### config.mk
export PLATFORM = sky130hd
export DESIGN_NAME = regfile_access_scheduler
export DESIGN_NICKNAME = d
export VERILOG_FILES = /design/src/rtl/regfile_sched_pkg.sv /design/src/rtl/regfile_grant_arb.sv /design/src/rtl/regfile_access_scheduler.sv
export SDC_FILE = /design/constraint.sdc
export NUM_CORES = 1
export LEC_CHECK = 0
export BUFFER_PORTS_ARGS = -buffer_cell sky130_fd_sc_hd__buf_2
export CAP_MARGIN = 10
export CORE_MARGIN = 2
export CORE_UTILIZATION = 30
export CTS_CLUSTER_DIAMETER = 60
export DETAILED_ROUTE_END_ITERATION = 8
export PLACE_DENSITY_LB_ADDON = 0.1
export SLEW_MARGIN = 20
export SYNTH_ARGS = -nofsm -noshare
export SYNTH_HDL_FRONTEND = slang
export SYNTH_SLANG_ARGS = --single-unit
### constraint.sdc
create_clock -name clk -period 8.35 [get_ports clk]
set_clock_uncertainty 0.2 [all_clocks]
set_input_delay 2.0875 -clock clk [delete_from_list [all_inputs] [get_ports clk]]
set_output_delay 2.0875 -clock clk [all_outputs]
set_load 0.01 [all_outputs]
### src/rtl/regfile_sched_pkg.sv
// Shared parameters and types for the register-file access scheduler.
package regfile_sched_pkg;

  localparam int DEF_DATA_WIDTH = 16;
  localparam int DEF_ADDR_WIDTH = 5;
  localparam int DEF_MAX_STALL  = 3;

  typedef struct packed {
    logic                      valid;
    logic [DEF_ADDR_WIDTH-1:0] addr;
  } rd_req_t;

  // wr/rd1/rd2 are ready-style grants: they do not depend on the port's own valid.
  // merge means both reads hit the same address and share read port 1.
  typedef struct packed {
    logic wr;
    logic rd1;
    logic rd2;
    logic merge;
  } grant_t;

endpackage

### src/rtl/regfile_grant_arb.sv
// Combinational conflict detection and grant for one write and two read requests.
module regfile_grant_arb
  import regfile_sched_pkg::*;
#(
  parameter int ADDR_WIDTH = DEF_ADDR_WIDTH
) (
  input  logic                  wr_valid,
  input  logic [ADDR_WIDTH-1:0] wr_addr,
  input  logic                  rd1_valid,
  input  logic [ADDR_WIDTH-1:0] rd1_addr,
  input  logic                  rd2_valid,
  input  logic [ADDR_WIDTH-1:0] rd2_addr,
  input  logic                  sat1,
  input  logic                  sat2,
  output grant_t                grant
);

  logic w_conf1;
  logic w_conf2;
  logic w_rd_over;

  // Writes win same-address conflicts unless a conflicting read has waited MAX_STALL cycles.
  // When both reads conflict (same address), one saturated counter lets both through.
  always_comb begin
    w_conf1   = wr_valid && rd1_valid && (wr_addr == rd1_addr);
    w_conf2   = wr_valid && rd2_valid && (wr_addr == rd2_addr);
    if (w_conf1 && w_conf2) begin
      w_rd_over = sat1 || sat2;
    end else begin
      w_rd_over = (w_conf1 && sat1) || (w_conf2 && sat2);
    end
    grant.wr    = !w_rd_over;
    grant.rd1   = !(w_conf1 && !w_rd_over);
    grant.rd2   = !(w_conf2 && !w_rd_over);
    grant.merge = rd1_valid && rd2_valid && (rd1_addr == rd2_addr) && !w_conf1 && !w_conf2;
  end

endmodule

### src/rtl/regfile_access_scheduler.sv
// Collision-free front end for a 2-read/1-write register file, with bounded read starvation.
module regfile_access_scheduler
  import regfile_sched_pkg::*;
#(
  parameter int DATA_WIDTH = DEF_DATA_WIDTH,
  parameter int ADDR_WIDTH = DEF_ADDR_WIDTH,
  parameter int MAX_STALL  = DEF_MAX_STALL
) (
  input  logic                  clk,
  input  logic                  reset,
  input  logic                  wr_valid,
  output logic                  wr_ready,
  input  logic [ADDR_WIDTH-1:0] wr_addr,
  input  logic [DATA_WIDTH-1:0] wr_data,
  input  logic                  rd1_valid,
  output logic                  rd1_ready,
  input  logic [ADDR_WIDTH-1:0] rd1_addr,
  output logic                  rd1_rvalid,
  output logic [DATA_WIDTH-1:0] rd1_rdata,
  input  logic                  rd2_valid,
  output logic                  rd2_ready,
  input  logic [ADDR_WIDTH-1:0] rd2_addr,
  output logic                  rd2_rvalid,
  output logic [DATA_WIDTH-1:0] rd2_rdata,
  output logic                  rf_wen1,
  output logic [ADDR_WIDTH-1:0] rf_wad1,
  output logic [DATA_WIDTH-1:0] rf_din,
  output logic                  rf_ren1,
  output logic [ADDR_WIDTH-1:0] rf_rad1,
  output logic                  rf_ren2,
  output logic [ADDR_WIDTH-1:0] rf_rad2,
  input  logic [DATA_WIDTH-1:0] rf_dout1,
  input  logic [DATA_WIDTH-1:0] rf_dout2,
  input  logic                  rf_collision,
  output logic                  proto_err
);

  localparam int CW = $clog2(MAX_STALL + 1);

  logic [CW-1:0] r_stall1;
  logic [CW-1:0] r_stall2;
  logic          r_rvalid1;
  logic          r_rvalid2;
  logic          r_merge_q;
  logic          r_proto_err;
  logic          w_sat1;
  logic          w_sat2;
  logic          w_acc1;
  logic          w_acc2;
  grant_t        w_gnt;

  assign w_sat1 = (r_stall1 == CW'(MAX_STALL));
  assign w_sat2 = (r_stall2 == CW'(MAX_STALL));

  regfile_grant_arb #(
    .ADDR_WIDTH(ADDR_WIDTH)
  ) u_arb (
    .wr_valid (wr_valid),
    .wr_addr  (wr_addr),
    .rd1_valid(rd1_valid),
    .rd1_addr (rd1_addr),
    .rd2_valid(rd2_valid),
    .rd2_addr (rd2_addr),
    .sat1     (w_sat1),
    .sat2     (w_sat2),
    .grant    (w_gnt)
  );

  // Readies are held low during reset so nothing reaches the register file.
  assign wr_ready  = !reset && w_gnt.wr;
  assign rd1_ready = !reset && w_gnt.rd1;
  assign rd2_ready = !reset && w_gnt.rd2;
  assign w_acc1    = rd1_valid && rd1_ready;
  assign w_acc2    = rd2_valid && rd2_ready;

  assign rf_wen1 = wr_valid && wr_ready;
  assign rf_wad1 = wr_addr;
  assign rf_din  = wr_data;
  assign rf_ren1 = w_acc1;
  assign rf_rad1 = rd1_addr;
  assign rf_ren2 = w_acc2 && !w_gnt.merge;
  assign rf_rad2 = rd2_addr;

  // Per-port stall counters: count blocked cycles, clear on acceptance, hold when idle.
  always_ff @(posedge clk or posedge reset) begin
    if (reset) begin
      r_stall1 <= '0;
      r_stall2 <= '0;
    end else begin
      if (rd1_valid) begin
        if (rd1_ready)    r_stall1 <= '0;
        else if (!w_sat1) r_stall1 <= r_stall1 + CW'(1);
      end
      if (rd2_valid) begin
        if (rd2_ready)    r_stall2 <= '0;
        else if (!w_sat2) r_stall2 <= r_stall2 + CW'(1);
      end
    end
  end

  // Response pipeline: acceptance delayed one cycle, plus the port-2 fan-out select.
  always_ff @(posedge clk or posedge reset) begin
    if (reset) begin
      r_rvalid1 <= 1'b0;
      r_rvalid2 <= 1'b0;
      r_merge_q <= 1'b0;
    end else begin
      r_rvalid1 <= w_acc1;
      r_rvalid2 <= w_acc2;
      r_merge_q <= w_acc2 && w_gnt.merge;
    end
  end

  // Sticky protocol error; only reset clears it.
  always_ff @(posedge clk or posedge reset) begin
    if (reset) r_proto_err <= 1'b0;
    else if (rf_collision) r_proto_err <= 1'b1;
  end

  assign rd1_rvalid = r_rvalid1;
  assign rd2_rvalid = r_rvalid2;
  assign rd1_rdata  = r_rvalid1 ? rf_dout1 : '0;
  assign rd2_rdata  = r_rvalid2 ? (r_merge_q ? rf_dout1 : rf_dout2) : '0;
  assign proto_err  = r_proto_err;

endmodule

# == Word level (Yosys, flattened, before mapping) ==
# Index checks and enable logic that the tools add are counted.
# Widths: inputs -> output; s select.
# classes
add_sub_neg,2
multipliers,0
div_mod_pow,0
order_cmp,0
eq_ne,7
shift,0
mux,8
bitwise_logic,0
n_reduce_logical,32
# ops
operator,count
$mux 16,3
$logic_and 1x1->1,21
$eq 5x5->1,3
$mux 2,4
$logic_not 1->1,7
$add 2x1->2 const B,2
$eq 2x2->1 const B,2
$ne 2x2->1 const B,2
$reduce_and 2->1,2
$logic_or 1x1->1,2
$mux 1,1
# word_totals
ff_bits,8
latchBits,0
mem_bits_rw,0
romBits,0
output_inout_bits,72
elab_cells,55
memories,0

# == Logic depth before layout (Yosys ltp) ==
# Gate-level depths: netlist (run 1).
# logic_depth
word_depth,11
depth_mapped,5

# == By module ==
# Synthesis (run 1) repeated with hierarchy kept, for this count alone.
# hier_totals
cells_unflattened,149
area_unflattened_um2,1249.9
# by_module_without_submodules
mod,instances,cells_per_inst,area_per_inst_um2,seq_area_each_um2
regfile_access_scheduler,1,120,1019.7,200.2
regfile_grant_arb,1,29,230.2,0.0

# == Least setup slack after synthesis (run 1) ==
# OpenSTA, ideal clock, no wires.
# synth_path
path_kind,in2out
startpoint,input wr_addr[3]
endpoint,output rf_ren2
arrival_ns,3.387
slack_ns,2.675
cell_stages,5
n_path_buf,0
cell_sequence,xor2_1 or4_4 a211o_1 o21ba_2 and2_1
# synth_between
elab_chain_cells,11
# synth_rtl
element,line,text
"start, declared",regfile_access_scheduler.sv:13,"input logic [ADDR_WIDTH-1:0] wr_addr,"
$eq 5x5->1 (on tied branches),"regfile_grant_arb.sv:25, regfile_grant_arb.sv:26",
$logic_and 1x1->1 (on tied branches),"regfile_grant_arb.sv:25, regfile_grant_arb.sv:26",
$logic_and 1x1->1,regfile_grant_arb.sv:30,w_rd_over = (w_conf1 && sat1) || (w_conf2 && sat2);
$logic_or 1x1->1,regfile_grant_arb.sv:30,
$mux 1,regfile_grant_arb.sv:27,if (w_conf1 && w_conf2) begin
$logic_not 1->1,regfile_grant_arb.sv:34,grant.rd2 = !(w_conf2 && !w_rd_over);
$logic_and 1x1->1 *,regfile_grant_arb.sv:34,
$logic_not 1->1 *,regfile_grant_arb.sv:34,
$logic_and 1x1->1 *,regfile_access_scheduler.sv:72,assign rd2_ready = !reset && w_gnt.rd2;
$logic_and 1x1->1 *,regfile_access_scheduler.sv:74,assign w_acc2 = rd2_valid && rd2_ready;
named net w_acc2,regfile_access_scheduler.sv:49,logic w_acc2;
$logic_and 1x1->1 *,regfile_access_scheduler.sv:81,assign rf_ren2 = w_acc2 && !w_gnt.merge;
"end, declared",regfile_access_scheduler.sv:30,"output logic rf_ren2,"
# Mark *: on every way through the listed nets, which the timed path passes. The rest lies on a longest branch.

# == Final worst setup path (run 1) ==
# Ends and elaborated chain as after synthesis.

==> results of run 1 <==
## cell usage after synthesis (3+ instances only)
| master | number | share of area (%) |
|---|---|---|
| xor2_1 | 8 | 5.7 |
| nor2b_1 | 16 | 8.2 |
| buf_4 | 31 | 19 |
| inv_1 | 3 | 0.92 |
| nor2_1 | 6 | 1.8 |
| mux2i_1 | 16 | 13 |
| xnor2_1 | 7 | 5.0 |
| and2_1 | 19 | 9.7 |
| dfrtp_1 | 8 | 16 |
| nor4_1 | 3 | 1.5 |
| nand2_1 | 10 | 3.1 |
| clkbuf_1 | 4 | 1.2 |
## logic make-up (layout without fill, tap and decap cells)
kind of cell    count (synthesis)  in the layout
simple gates                   62             62
buf+inv                        39            114
xor+xnor                       15             15
flops                           8              8
fa+ha+maj                       2              2
mux                            17             17
compound gates                 10             10
## stage by stage
stage,cells,hold slack (ps),utilization (%),setup WS (ps)
final,278,263,40.8,2380
after global routing,278,307,40.8,2200
after CTS,278,269,40.8,2380
after detailed placement,275,250,39.7,2390
after global placement,275,251,39.7,2390
after floorplan,153,302,-,2680
## final cells by class
type,count,area [um^2]
Sequential cell,8,200
Clock buffer,3,41.3
Multi-Input combinational cell,106,763
Tap cell,50,62.6
Inverter,3,11.3
Timing Repair Buffer,108,541
Fill cell,434,2350
## cell usage in the layout (no fill, tap or decap)
cell type / count
or4_4: 1
buf_2: 108
nor3b_1: 1
o31a_1: 1
xor2_1: 8
nor2b_1: 16
nand2_1: 10
a21o_1: 1
a211oi_1: 2
a221o_1: 1
and2_1: 19
mux2_2: 1
nand3_1: 2
a211o_1: 1
clkbuf_8: 3
o21ba_2: 1
mux2i_1: 16
nor2_1: 6
inv_1: 3
dfrtp_1: 8
or2_2: 1
a21oi_1: 2
nand4_1: 1
nor4_1: 3
nor3_1: 1
a2111oi_2: 1
or3_1: 1
ha_1: 2
xnor2_1: 7
## state kept, by name (all words and copies together), names as in the netlist
| name | flops |
|---|---|
| r_stall1 | 2 |
| r_stall2 | 2 |
| proto_err | 1 |
| r_merge_q | 1 |
| rd1_rvalid | 1 |
| rd2_rvalid | 1 |
## path summary, 6_finish.rpt
kind	end	slack [ps]	cells after the start
worst min register to register	proto_err	260	1
worst min-delay path	proto_err	260	1
worst max-delay path	rf_ren2	2380	7
min in group asynchronous	r_stall2[0]	1730	2
worst max register to register	r_stall2[0]	6430	5
max in group asynchronous	rd2_rvalid	5940	2
## worst register-to-register path: stages (launching register included)
cell and delay (ps):
dfrtp_1 400, ha_1 270, nor3b_1 170, a211o_1 340
a2111oi_2 360, a21o_1 120
## power by group through the flow
stage / Clock, mW / Sequential [mW] / Combinational (mW)
after floorplan: 0 / 0.0496 / 0.0529
after global placement: 0 / 0.0519 / 0.0715
after detailed placement: 0 / 0.0517 / 0.0706
after CTS: 0.0467 / 0.0512 / 0.0708
after global routing: 0.0484 / 0.0523 / 0.0788
final: 0.0448 / 0.0510 / 0.0696
## metal layers
metal / GRT usage [%] / up-vias / share of wire (%)
met5: 0 / - / 0
met4: 2.50 / 0 / 0.55
met3: 2.80 / 7 / 11
met2: 24.4 / 69 / 51
met1: 12.9 / 507 / 38
li1: - / 627 / -
==> results.yml, run 1 <==
floorplan:
  pin_count: 141
  initial_core_util_pct: 30.9
  core_mm2: 0.00397
  die_w_um: 68.0
  std_cell_rows: 23
  die_area_mm2: 0.00462
  die_y_um: 68.0
worst_setup_path:
  critPathLaunch: "wr_addr[3]"
  critPathKind: "input port to primary output"
  path_delay_family: "simple AND/OR/NAND/NOR gates"
  startpoint_type: "input port"
  cp_cell_sequence: "buf_2, xor2_1, or4_4, a211o_1, o21ba_2, and2_1, buf_2"
  cp_max_fo: 3
  rr_startpoint: "r_stall1[0]"
  cp.arrival_ps: 3680
  cp_data_required_time_ps: 6060
  crit_top_cell: "buf_2"
  critPathBufInv: 2
  crit_slowest_cell: "or4_4"
  crit_path_end_kind: "primary output"
  slowest_delay_ps: 530
logic_synthesis:
  async_reset_ff_share_pct: 100
  yosys_warnings: 0
  synthMuxAreaShare_pct: 14.0
  synth_flop_cell: "dfrtp_1"
  postSynthCellCount: 153
  ys_seq_elements: 8
  syn_area_mm2: 0.00123
  syn_avg_cell_area_um2: 8.02
  synthAdderAreaFrac_pct: 2.04
  syn_nets: 224
  synth_xor_xnor_area_share_pct: 10.7
  synth_edf_count: 0
  yosys.area_share.simple_pct: 28.5
  ys_types: 30
  synth_top_family_by_area: "simple AND/OR/NAND/NOR gates"
  synth-seq-area-share_pct: 16.3
  synth_compound_area_share_pct: 6.93
power:
  combPwrFrac_pct: 42.1
  p_sw_mw: 0.0526
  leakagePower_nw: 0.860
  power_density_mw_per_mm2: 102
  p_sw_share_pct: 31.8
  clock_power_share_pct: 27.1
  p_seq_share_pct: 30.8
  total_power_mw: 0.165
  vdd_drop_max_v: 0.0000846
  p_int_mw: 0.113
cts:
  htree_levels: 1
  clk_pin_slew_ps: 40
  cts_hold_buf: 0
  clock_sinks: 8
  cts_tree: "done"
  cts_resized: 0
  cts_buffers: 3
  post_cts.repair.setup_buffers: 0
  clock_latency_ps: 220
  clk_path_buf_depth: 2
  ctsRootBufferMaster: "clkbuf_8"
grt:
  grt_start_max_net_pins: 18
  grt_first_pass_wirelength_um: 4350
  grt_pass1_vias: 988
  grtUsageTotal_pct: 12.3
  antenna_found_initial: 0
  grt-ovfl-total: 0
sta:
  slew_viol_final: 0
  fmax_mhz: 168
  tightest_slew_ps: 868
  min_period_over_period_pct: 71.4
  fin_setup_tns_ps: 0
  finalHoldViolCount: 0
  slew_headroom_pct: 42.2
  period_needed_ps: 5970
  grt_setup_unrepaired: "false"
  setup_viol_count_final: 0
drt:
  drc: 0
  via_count: 1210
  dr.pass1.iters: 4
  viasPerCell: 4.35
  final_antenna_net_count: 0
  drtIter0Drc: 20
  avgRoutedWirePerCell_um: 11.7
  routed_wl_um: 3260
finish:
  final_nets: 301
  area_growth_pct: 31.9
  antenna_cells: 0
  drive_above_1_share_pct: 50.9
  final_cell_area_mm2: 0.00162
hold_path:
  min-delay-start: "proto_err"
  hp-class: "flip-flop to flip-flop"
placed_design:
  placed_area_mm2: 0.00158
  hpwlAfterDp_um: 2840
  gp_congestion: 0.740
  portBuffers: 108
job:
  drv_cap: 0
status:
  status: "completed"
Note: power is estimated with default switching activity, not from simulation.
==> run 2: changes to the inputs <==
==> constraint.sdc (replaced) <==
create_clock -name clk -period 6.2 [get_ports clk]
set_clock_uncertainty 0.2 [all_clocks]
set_input_delay 1.55 -clock clk [delete_from_list [all_inputs] [get_ports clk]]
set_output_delay 1.55 -clock clk [all_outputs]
set_load 0.01 [all_outputs]
==> run 2 against run 1 <==
  * Routed wire length is 4.7% higher
  * Non-clock buffer count did not move
  * Via count up 0.74%
  * Utilization unchanged
  * Critical endpoint unchanged
  * Highest routed layer unchanged
==> results.yml, run 2 (synthesis gave the netlist of run 1 again) <==
sta:
  fin_setup_tns_ps: 0
  min_period_over_period_pct: 78.9
  setup_viol_count_final: 0
  finalHoldViolCount: 0
  slew_viol_final: 0
  slew_headroom_pct: 42.7
  grt_setup_unrepaired: "false"
  tightest_slew_ps: 860
  fmax_mhz: 204
  period_needed_ps: 4890
floorplan:
  die_y_um: 68.0
  die_area_mm2: 0.00462
  std_cell_rows: 23
  core_mm2: 0.00397
  die_w_um: 68.0
  pin_count: 141
  initial_core_util_pct: 30.9
hold_path:
  hold_end: "proto_err"
  min-delay-start: "proto_err"
  hp-class: "flip-flop to flip-flop"
  min_path_cells: 1
worst_setup_path:
  ff2ff_path_depth: 5
  r2r_slack_ps: 4280
  critPathKind: "input port to primary output"
  rr_startpoint: "r_stall1[0]"
  crit_path_end_kind: "primary output"
  cp_data_required_time_ps: 4450
  rr_endpoint: "r_stall2[0]"
  cp_max_fo: 3
  cp.arrival_ps: 3140
  startpoint_type: "input port"
finish:
  drive_above_1_share_pct: 50.9
  fin_cells: 278
  antenna_cells: 0
  layout_common_cells: "108 x buf_2, 19 x and2_1, 16 x mux2i_1, 16 x nor2b_1, 10 x nand2_1"
  area_growth_pct: 31.9
  final_nets: 301
  top_regs: "r_stall1 (2), r_stall2 (2)"
  layout_commonest_cell: "buf_2"
  nFillCells: 446
drt:
  drtIter0Drc: 37
  final_antenna_net_count: 0
  dr.pass1.iters: 4
  routed_wl_um: 3410
  via_count: 1219
  drc: 0
  avgRoutedWirePerCell_um: 12.3
  viasPerCell: 4.38
cts:
  cts_tree: "done"
  htree_levels: 1
  post_cts.repair.setup_buffers: 0
  clock_sinks: 8
  cts_hold_buf: 0
  cts_resized: 0
  ctsRootBufferMaster: "clkbuf_8"
  clk_path_buf_depth: 2
  clock_latency_ps: 230
  clk_pin_slew_ps: 40
  cts_buffers: 3
grt:
  grtUsageTotal_pct: 13.7
  grt-ovfl-total: 0
  grt_start_max_net_pins: 18
  antenna_found_initial: 0
  grt_first_pass_wirelength_um: 4890
  grt_pass1_vias: 1065
job:
  drv_cap: 0
placed_design:
  portBuffers: 108
  dp_cells: 275
  hpwlAfterDp_um: 2970
  gp_congestion: 0.739
power:
  power_density_mw_per_mm2: 140
  vdd_drop_max_v: 0.0000985
  leakagePower_nw: 0.860
status:
  status: "completed"
## run 2: layout make-up
class,instances,area (um^2),share of cell area (%)
flip-flops and latches,8,200,12.4
inverters,3,11.3,0.696
well taps,50,62.6,3.86
repair buffers,108,541,33.4
multi-input cells,106,763,47.1
clock buffers,3,41.3,2.55
## run 2: per-stage QoR
stage                     hold slack (ps)  power (mW)  instance area, um^2  setup slack (ps)  utilization, %
after floorplan                       302       0.138                 1230              1600               -
after global placement                251       0.166                 1580              1320            39.7
after detailed placement              246       0.166                 1580              1310            39.7
after CTS                             267       0.231                 1620              1300            40.8
after global routing                  292       0.246                 1620              1210            40.8
final                                 267       0.227                 1620              1310            40.8
## run 2: worst max-delay path by stage
stage / startpoint / to / slack (ps)
6_report: wr_addr[3] / rf_ren2 / 1310
5_1_grt: wr_addr[2] / rf_ren1 / 1210
4_1_cts: wr_addr[3] / rf_ren2 / 1300
3_5_place_dp: wr_addr[3] / rf_ren2 / 1310
3_3_place_gp: wr_addr[3] / rf_ren2 / 1320
2_1_floorplan: wr_addr[3] / rf_ren2 / 1600
## run 2: worst max-delay path: stages
cell	delay (ps)
buf_2	120
xor2_1	160
or4_4	530
a211o_1	280
o21ba_2	230
and2_1	130
buf_2	130
## run 2: routing by layer
layer	share of wire, %	vias up	track usage, %
li1	-	628	-
met1	38	521	15.9
met2	50	68	25.1
met3	11	2	2.80
met4	0.059	0	4.00
met5	0	-	0
## run 2: where the power goes
part           internal (mW)  total [mW]  switching [mW]
clock network         0.0421      0.0629          0.0208
registers             0.0607      0.0690         0.00823
logic                 0.0495      0.0947          0.0452
total                  0.152       0.227          0.0742
